### config.mk
export PLATFORM = sky130hd
export DESIGN_NAME = interval_timer_ctrl
export DESIGN_NICKNAME = d
export VERILOG_FILES = /design/src/rtl/traffic_timer_pkg.sv /design/src/rtl/tick_prescaler.sv /design/src/rtl/interval_timer_ctrl.sv
export SDC_FILE = /design/constraint.sdc
export NUM_CORES = 1
export LEC_CHECK = 0
export ABC_AREA = 1
export BUFFER_PORTS_ARGS = -buffer_cell sky130_fd_sc_hd__buf_2
export CORE_UTILIZATION = 63
export DETAILED_ROUTE_END_ITERATION = 10
export MAX_ROUTING_LAYER = met4
export PLACE_DENSITY = 0.84
export SYNTH_ARGS = -nofsm -noshare
export SYNTH_HDL_FRONTEND = slang
export SYNTH_SLANG_ARGS = --single-unit
### constraint.sdc
create_clock -name clk -period 3.9 [get_ports clk]
set_input_delay 0.975 -clock clk [delete_from_list [all_inputs] [get_ports clk]]
set_output_delay 0.975 -clock clk [all_outputs]
set_load 0.05 [all_outputs]
### src/rtl/traffic_timer_pkg.sv
// Shared types and constants for the traffic-light interval timer.
//   interval_e : interval select codes driven by the traffic-light FSM
//   state_e    : timer controller states
//   DEF_*      : power-on interval values in seconds
package traffic_timer_pkg;

   typedef enum logic [1:0] {
      INT_BASE = 2'b00,
      INT_EXT  = 2'b01,
      INT_YEL  = 2'b10
   } interval_e;

   typedef enum logic [1:0] {
      IDLE,
      COUNT,
      EXPIRED
   } state_e;

   localparam int unsigned DEF_VAL_W = 4;
   localparam int unsigned DEF_BASE  = 6;
   localparam int unsigned DEF_EXT   = 3;
   localparam int unsigned DEF_YEL   = 2;

   // Code 11 is not a distinct interval; it falls back to the base green time.
   function automatic logic [1:0] interval_index(input logic [1:0] sel);
      return (sel == 2'b11) ? 2'(INT_BASE) : sel;
   endfunction

endpackage

### src/rtl/tick_prescaler.sv
// One-second tick generator.
//   clk   : system clock
//   reset : synchronous, active-high
//   clr   : restart the count from 0 (used when the interval counter loads)
//   tick  : one-cycle pulse every DIV cycles, high while the count sits at DIV-1
module tick_prescaler #(
   parameter int unsigned DIV = 50000000
) (
   input  logic clk,
   input  logic reset,
   input  logic clr,
   output logic tick
);

   localparam int unsigned CNT_W = (DIV > 1) ? $clog2(DIV) : 1;
   localparam logic [CNT_W-1:0] LAST = CNT_W'(DIV - 1);

   logic [CNT_W-1:0] cnt_q, cnt_d;

   always_comb begin
      cnt_d = cnt_q + CNT_W'(1);
      if (clr || (cnt_q == LAST)) begin
         cnt_d = '0;
      end
   end

   always_ff @(posedge clk) begin
      if (reset) begin
         cnt_q <= '0;
      end else begin
         cnt_q <= cnt_d;
      end
   end

   assign tick = (cnt_q == LAST);

endmodule

### src/rtl/interval_timer_ctrl.sv
// Interval timer and configuration controller for the traffic-light FSM.
// Counts the interval selected by intervalo in prescaled seconds and flags
// time_expired; holds the three programmable interval values.
// Optional feature macro: INTERVAL_PROG_EN enables the programming path
// (prog_* inputs, writable intervals, reprogram pulse). Without it the
// intervals are the fixed defaults and reprogram is tied low.
//   clk, reset    : clock, synchronous active-high reset
//   start_timer   : timer request level from the FSM
//   intervalo     : interval select (00 base, 01 ext, 10 yellow, 11 base)
//   prog_sel      : register to write (11 ignored)
//   prog_val      : value to write
//   prog_strobe   : write request level, acted on at its rising edge
//   time_expired  : interval elapsed
//   reprogram     : one-cycle pulse to the FSM reprogram input
//   count         : remaining seconds
//   busy          : counting in progress
module interval_timer_ctrl
   import traffic_timer_pkg::*;
#(
   parameter int unsigned DIV   = 50000000,
   parameter int unsigned VAL_W = DEF_VAL_W
) (
   input  logic             clk,
   input  logic             reset,
   input  logic             start_timer,
   input  logic [1:0]       intervalo,
   input  logic [1:0]       prog_sel,
   input  logic [VAL_W-1:0] prog_val,
   input  logic             prog_strobe,
   output logic             time_expired,
   output logic             reprogram,
   output logic [VAL_W-1:0] count,
   output logic             busy
);

   state_e           state_q, state_d;
   logic [VAL_W-1:0] count_q, count_d;
   logic             start_prev_q;
   logic             start_edge;
   logic             tick;
   logic             presc_clr;
   logic             prog_edge;
   logic [VAL_W-1:0] val_base, val_ext, val_yel;
   logic [VAL_W-1:0] load_val;

`ifdef INTERVAL_PROG_EN
   logic             strobe_prev_q;
   logic             reprogram_q;
   logic [VAL_W-1:0] base_q, base_d, ext_q, ext_d, yel_q, yel_d;

   assign prog_edge = prog_strobe && !strobe_prev_q && (prog_sel != 2'b11);

   always_comb begin
      base_d = base_q;
      ext_d  = ext_q;
      yel_d  = yel_q;
      if (prog_edge) begin
         case (prog_sel)
            INT_BASE: base_d = prog_val;
            INT_EXT:  ext_d  = prog_val;
            INT_YEL:  yel_d  = prog_val;
            default:  ;
         endcase
      end
   end

   always_ff @(posedge clk) begin
      if (reset) begin
         strobe_prev_q <= 1'b0;
         reprogram_q   <= 1'b0;
         base_q        <= VAL_W'(DEF_BASE);
         ext_q         <= VAL_W'(DEF_EXT);
         yel_q         <= VAL_W'(DEF_YEL);
      end else begin
         strobe_prev_q <= prog_strobe;
         reprogram_q   <= prog_edge;
         base_q        <= base_d;
         ext_q         <= ext_d;
         yel_q         <= yel_d;
      end
   end

   assign val_base  = base_q;
   assign val_ext   = ext_q;
   assign val_yel   = yel_q;
   assign reprogram = reprogram_q;
`else
   logic unused_prog;

   assign unused_prog = ^{prog_sel, prog_val, prog_strobe};
   assign prog_edge   = 1'b0;
   assign val_base    = VAL_W'(DEF_BASE);
   assign val_ext     = VAL_W'(DEF_EXT);
   assign val_yel     = VAL_W'(DEF_YEL);
   assign reprogram   = 1'b0;
`endif

   tick_prescaler #(
      .DIV(DIV)
   ) u_tick_prescaler (
      .clk  (clk),
      .reset(reset),
      .clr  (presc_clr),
      .tick (tick)
   );

   assign start_edge = start_timer && !start_prev_q;

   always_comb begin
      case (interval_index(intervalo))
         INT_EXT: load_val = val_ext;
         INT_YEL: load_val = val_yel;
         default: load_val = val_base;
      endcase
   end

   // Priority: programming, then request drop, then (re)load, then counting.
   always_comb begin
      state_d   = state_q;
      count_d   = count_q;
      presc_clr = 1'b0;
      if (prog_edge) begin
         state_d = IDLE;
         count_d = '0;
      end else if (!start_timer) begin
         state_d = IDLE;
      end else if (start_edge) begin
         state_d   = COUNT;
         count_d   = load_val;
         presc_clr = 1'b1;
      end else begin
         case (state_q)
            COUNT: begin
               if (count_q == '0) begin
                  state_d = EXPIRED;
               end else if (tick) begin
                  count_d = count_q - VAL_W'(1);
               end
            end
            default: ;
         endcase
      end
   end

   always_ff @(posedge clk) begin
      if (reset) begin
         state_q      <= IDLE;
         count_q      <= '0;
         start_prev_q <= 1'b0;
      end else begin
         state_q      <= state_d;
         count_q      <= count_d;
         start_prev_q <= start_timer;
      end
   end

   assign time_expired = (state_q == EXPIRED);
   assign busy         = (state_q == COUNT);
   assign count        = count_q;

endmodule

==> results.md <==
- Worst Min Path Start: start_prev_q$_SDFF_PP0_
- Fmax: 473 MHz
- CTS tree: yes
- Fill count: 269
- Power, Total: 0.580 mW
- Share of cells above drive strength 1: 0.156
- Layout area overhead: 5.70%
- Total CTS buffers: 5
- Initial Util: 0.673
- # Post-CTS Setup Buffers: 0
- Seq/Total Area, Yosys: 0.350
- Worst VDD drop: 0.239 mV
- Setup CP Type: flip-flop to output pin
- Post-Syn Instances: 280
- Critical path's top delay family: flip-flops
- GP Congestion: 0.938
- Hold_buf cts: 0
- First-pass GRT wire length: 6.60 mm
- Routed WL: 3.68 mm
- Critical-path cell list: inv_1 > nor2_2 > buf_2
- Initial antenna violation count: 0
- DP Area: 1950 µm²
- Inserted Diodes: 0
- Dpl cells: 318
- Reg-to-Reg End: u_tick_prescaler.cnt_q[2]$_SDFF_PP0_
- GRT Residual Overflow: 0
- Die height: 56.7 µm
- # DRC: 0
- Critical-path top delay cell: dfxtp_1
- Status: completed
- FF+latch area: 661 µm²
- Worst path arrival time: 1.14 ns
- Clock Latency Late Sink: 0.33 ns
- Port bufs: 10
- Max Slew Vio Count: 0
- Area used by multi-input combinational logic: 1050 µm²
- Row count: 19
- R2r startpoint: u_tick_prescaler.cnt_q[0]$_SDFF_PP0_
- Unrepaired setup endpoints after global routing: no
- Final Cycle Share: 0.542
- Leak pwr: 0.729 nW
- Slowest stage delay, CP: 0.37 ns
- Worst Hold Depth: 1
- Flops & latches, synth: 33
- Clk_skew: 0.0157 ns
- Final min period: 2.11 ns
- Setup tns final: 0 ns
- Final hold violations: 0
- WL/cell: 11.3 µm
- GRT Resource Usage Total: 0.269
- Nets: 309
- Die X: 56.7 µm
- Cts repair resizes: 0
- Largest net degree at the start of global routing: 27
- Final setup violation count: 0
- CP max FO: 4
- Final Instance Area: 2000 µm²
- DR iter-0 viols: 66
- WHS Endpoint: state_q[0]$_SDFFE_PP0P_
- Synth Cell Area: 1890 µm²
- CTS sink count: 33
- Die area: 3220 µm²
- WHS: 0.437 ns
- Worst path required time: 2.92 ns
- Max-cap violations: 0
- Hold crit path type: flip-flop to flip-flop
- Pre-antenna DRT Iters: 5
- Critical path endpoint category: output pin
- Worst path buffer plus inverter count: 2
- Final non-filler cell total: 326
- Yosys warning count: 0
- Post-synthesis cell type count: 28
- Post-Syn Nets: 295
- IO Pins: 19
- FF-to-FF path depth: 8
- Detailed placement HPWL: 2.81 mm
- Root buf cell: clkbuf_4
- Reg-to-reg setup timing slack: 2.30 ns
- Vias in the first global route: 1595
- Via count: 1695
- Worst-path clk slew: 0.09 ns
- PD cells: 291 nW/µm²
- Max clock buf depth: 2
- Htree depth: 2
- Critical Path Start Type: flip-flop
- Core area: 2810 µm²
- Syn_area_per_cell: 6.74 µm²
- Post-route ant nets: 0
- Vias per cell: 5.20
==> cells in the mapped netlist <==
cell	n	area share
a21oi_1	18	0.048
a21oi_2	1	0.0046
and3_1	1	0.0033
buf_4	1	0.0040
buf_6	2	0.012
clkinv_1	1	0.0020
conb_1	1	0.0020
dfxtp_1	33	0.35
ha_1	3	0.020
inv_1	31	0.062
inv_2	6	0.012
nand2_1	66	0.13
nand2_2	7	0.023
nand2_4	1	0.0060
nand3_1	17	0.045
nand3_2	1	0.0053
nand3_4	1	0.0093
nand3b_1	3	0.012
nand4_1	5	0.017
nor2_1	45	0.089
nor2_2	8	0.027
nor2_4	6	0.036
nor3_1	6	0.016
nor3b_1	1	0.0040
o21ai_0	3	0.0079
or2_0	2	0.0066
xnor2_1	5	0.023
xor2_1	5	0.023
==> final cells by class <==
class                      instances  share of cell area
sequential                        33               0.331
clock buffer                       8              0.0245
timing repair buffer              10              0.0251
inverter                          38              0.0715
tap                               31              0.0194
multi-input combinational        206               0.529
==> worst max path at each step <==
stage               slack, ns                     from                                   end  cells past startpoint
CTS                      1.77  state_q[0]$_SDFFE_PP0P_                                  busy                      3
floorplan                1.90  state_q[1]$_SDFFE_PP0P_                          time_expired                      2
detailed placement       1.76              start_timer  u_tick_prescaler.cnt_q[2]$_SDFF_PP0_                      6
finish                   1.79  state_q[0]$_SDFFE_PP0P_                                  busy                      3
global placement         1.77              start_timer  u_tick_prescaler.cnt_q[2]$_SDFF_PP0_                      6
global route             1.71  state_q[0]$_SDFFE_PP0P_                                  busy                      3
==> worst reg2reg max path: cells and delay by family, from the launching register on <==
family	cells	cell delay (ns)
AND/OR/NAND/NOR	6	0.88
flip-flops	1	0.36
adder cells (fa/ha/maj)	1	0.19
buffers and inverters	1	0.05
==> through the flow <==
| step | worst slack (ns) | utilization |
|---|---|---|
| 2_1_floorplan | 1.90 | - |
| 3_3_place_gp | 1.77 | 0.694 |
| 3_5_place_dp | 1.76 | 0.694 |
| 4_1_cts | 1.77 | 0.711 |
| 5_1_grt | 1.71 | 0.711 |
| 6_report | 1.79 | 0.711 |
==> metal layers <==
metal  vias up  GRT usage  routed length, µm
met1       755      0.328               1740
met5         -          -                  0
li1        902          -                  -
met4         0      0.101                 48
met3         8     0.0576                159
met2        30      0.437               1740
==> power by group <==
| group | internal, mW | switching (mW) | leakage, nW | total (mW) |
|---|---|---|---|---|
| Sequential | 0.342 | 0.00353 | 0.267 | 0.346 |
| Clock | 0.0718 | 0.109 | 0.0265 | 0.181 |
| Combinational | 0.0149 | 0.0392 | 0.435 | 0.0542 |
| Total | 0.429 | 0.152 | 0.729 | 0.580 |
==> state kept, by name, summed over array words and instances, names as in the netlist <==
| register | count |
|---|---|
| count | 4 |
| state_q | 2 |
| u_tick_prescaler.cnt_q | 26 |
| start_prev_q | 1 |
==> cells in the final DEF, fill, tap and decap left out <==
| master | count |
|---|---|
| ha_1 | 3 |
| nor2_1 | 45 |
| inv_1 | 31 |
| a21oi_2 | 1 |
| nand3_1 | 17 |
| buf_2 | 10 |
| and3_1 | 1 |
| inv_2 | 6 |
| xor2_1 | 5 |
| xnor2_1 | 5 |
| nand4_1 | 5 |
| o21ai_0 | 3 |
| nand3_2 | 1 |
| nand2_2 | 7 |
| nand3_4 | 1 |
| nor2_4 | 6 |
| or2_0 | 2 |
| nand2_1 | 66 |
| a21oi_1 | 18 |
| nand3b_1 | 3 |
| nor2_2 | 8 |
| clkinv_1 | 1 |
| clkbuf_4 | 5 |
| nor3b_1 | 1 |
| conb_1 | 1 |
| clkbuf_1 | 3 |
| nand2_4 | 1 |
| dfxtp_1 | 33 |
| nor3_1 | 6 |
==> logic make-up (layout without fill, tap and decap cells) <==
group	Yosys count	after routing	share of synthesized area
buf+inv	41	56	0.0914
xor+xnor	10	10	0.0464
simple gates	170	170	0.430
fa+ha+maj	3	3	0.0199
flops	33	33	0.350
other cells	1	1	0.00199
compound gates	22	22	0.0603
No activity file was read; power rests on OpenSTA's default activity.
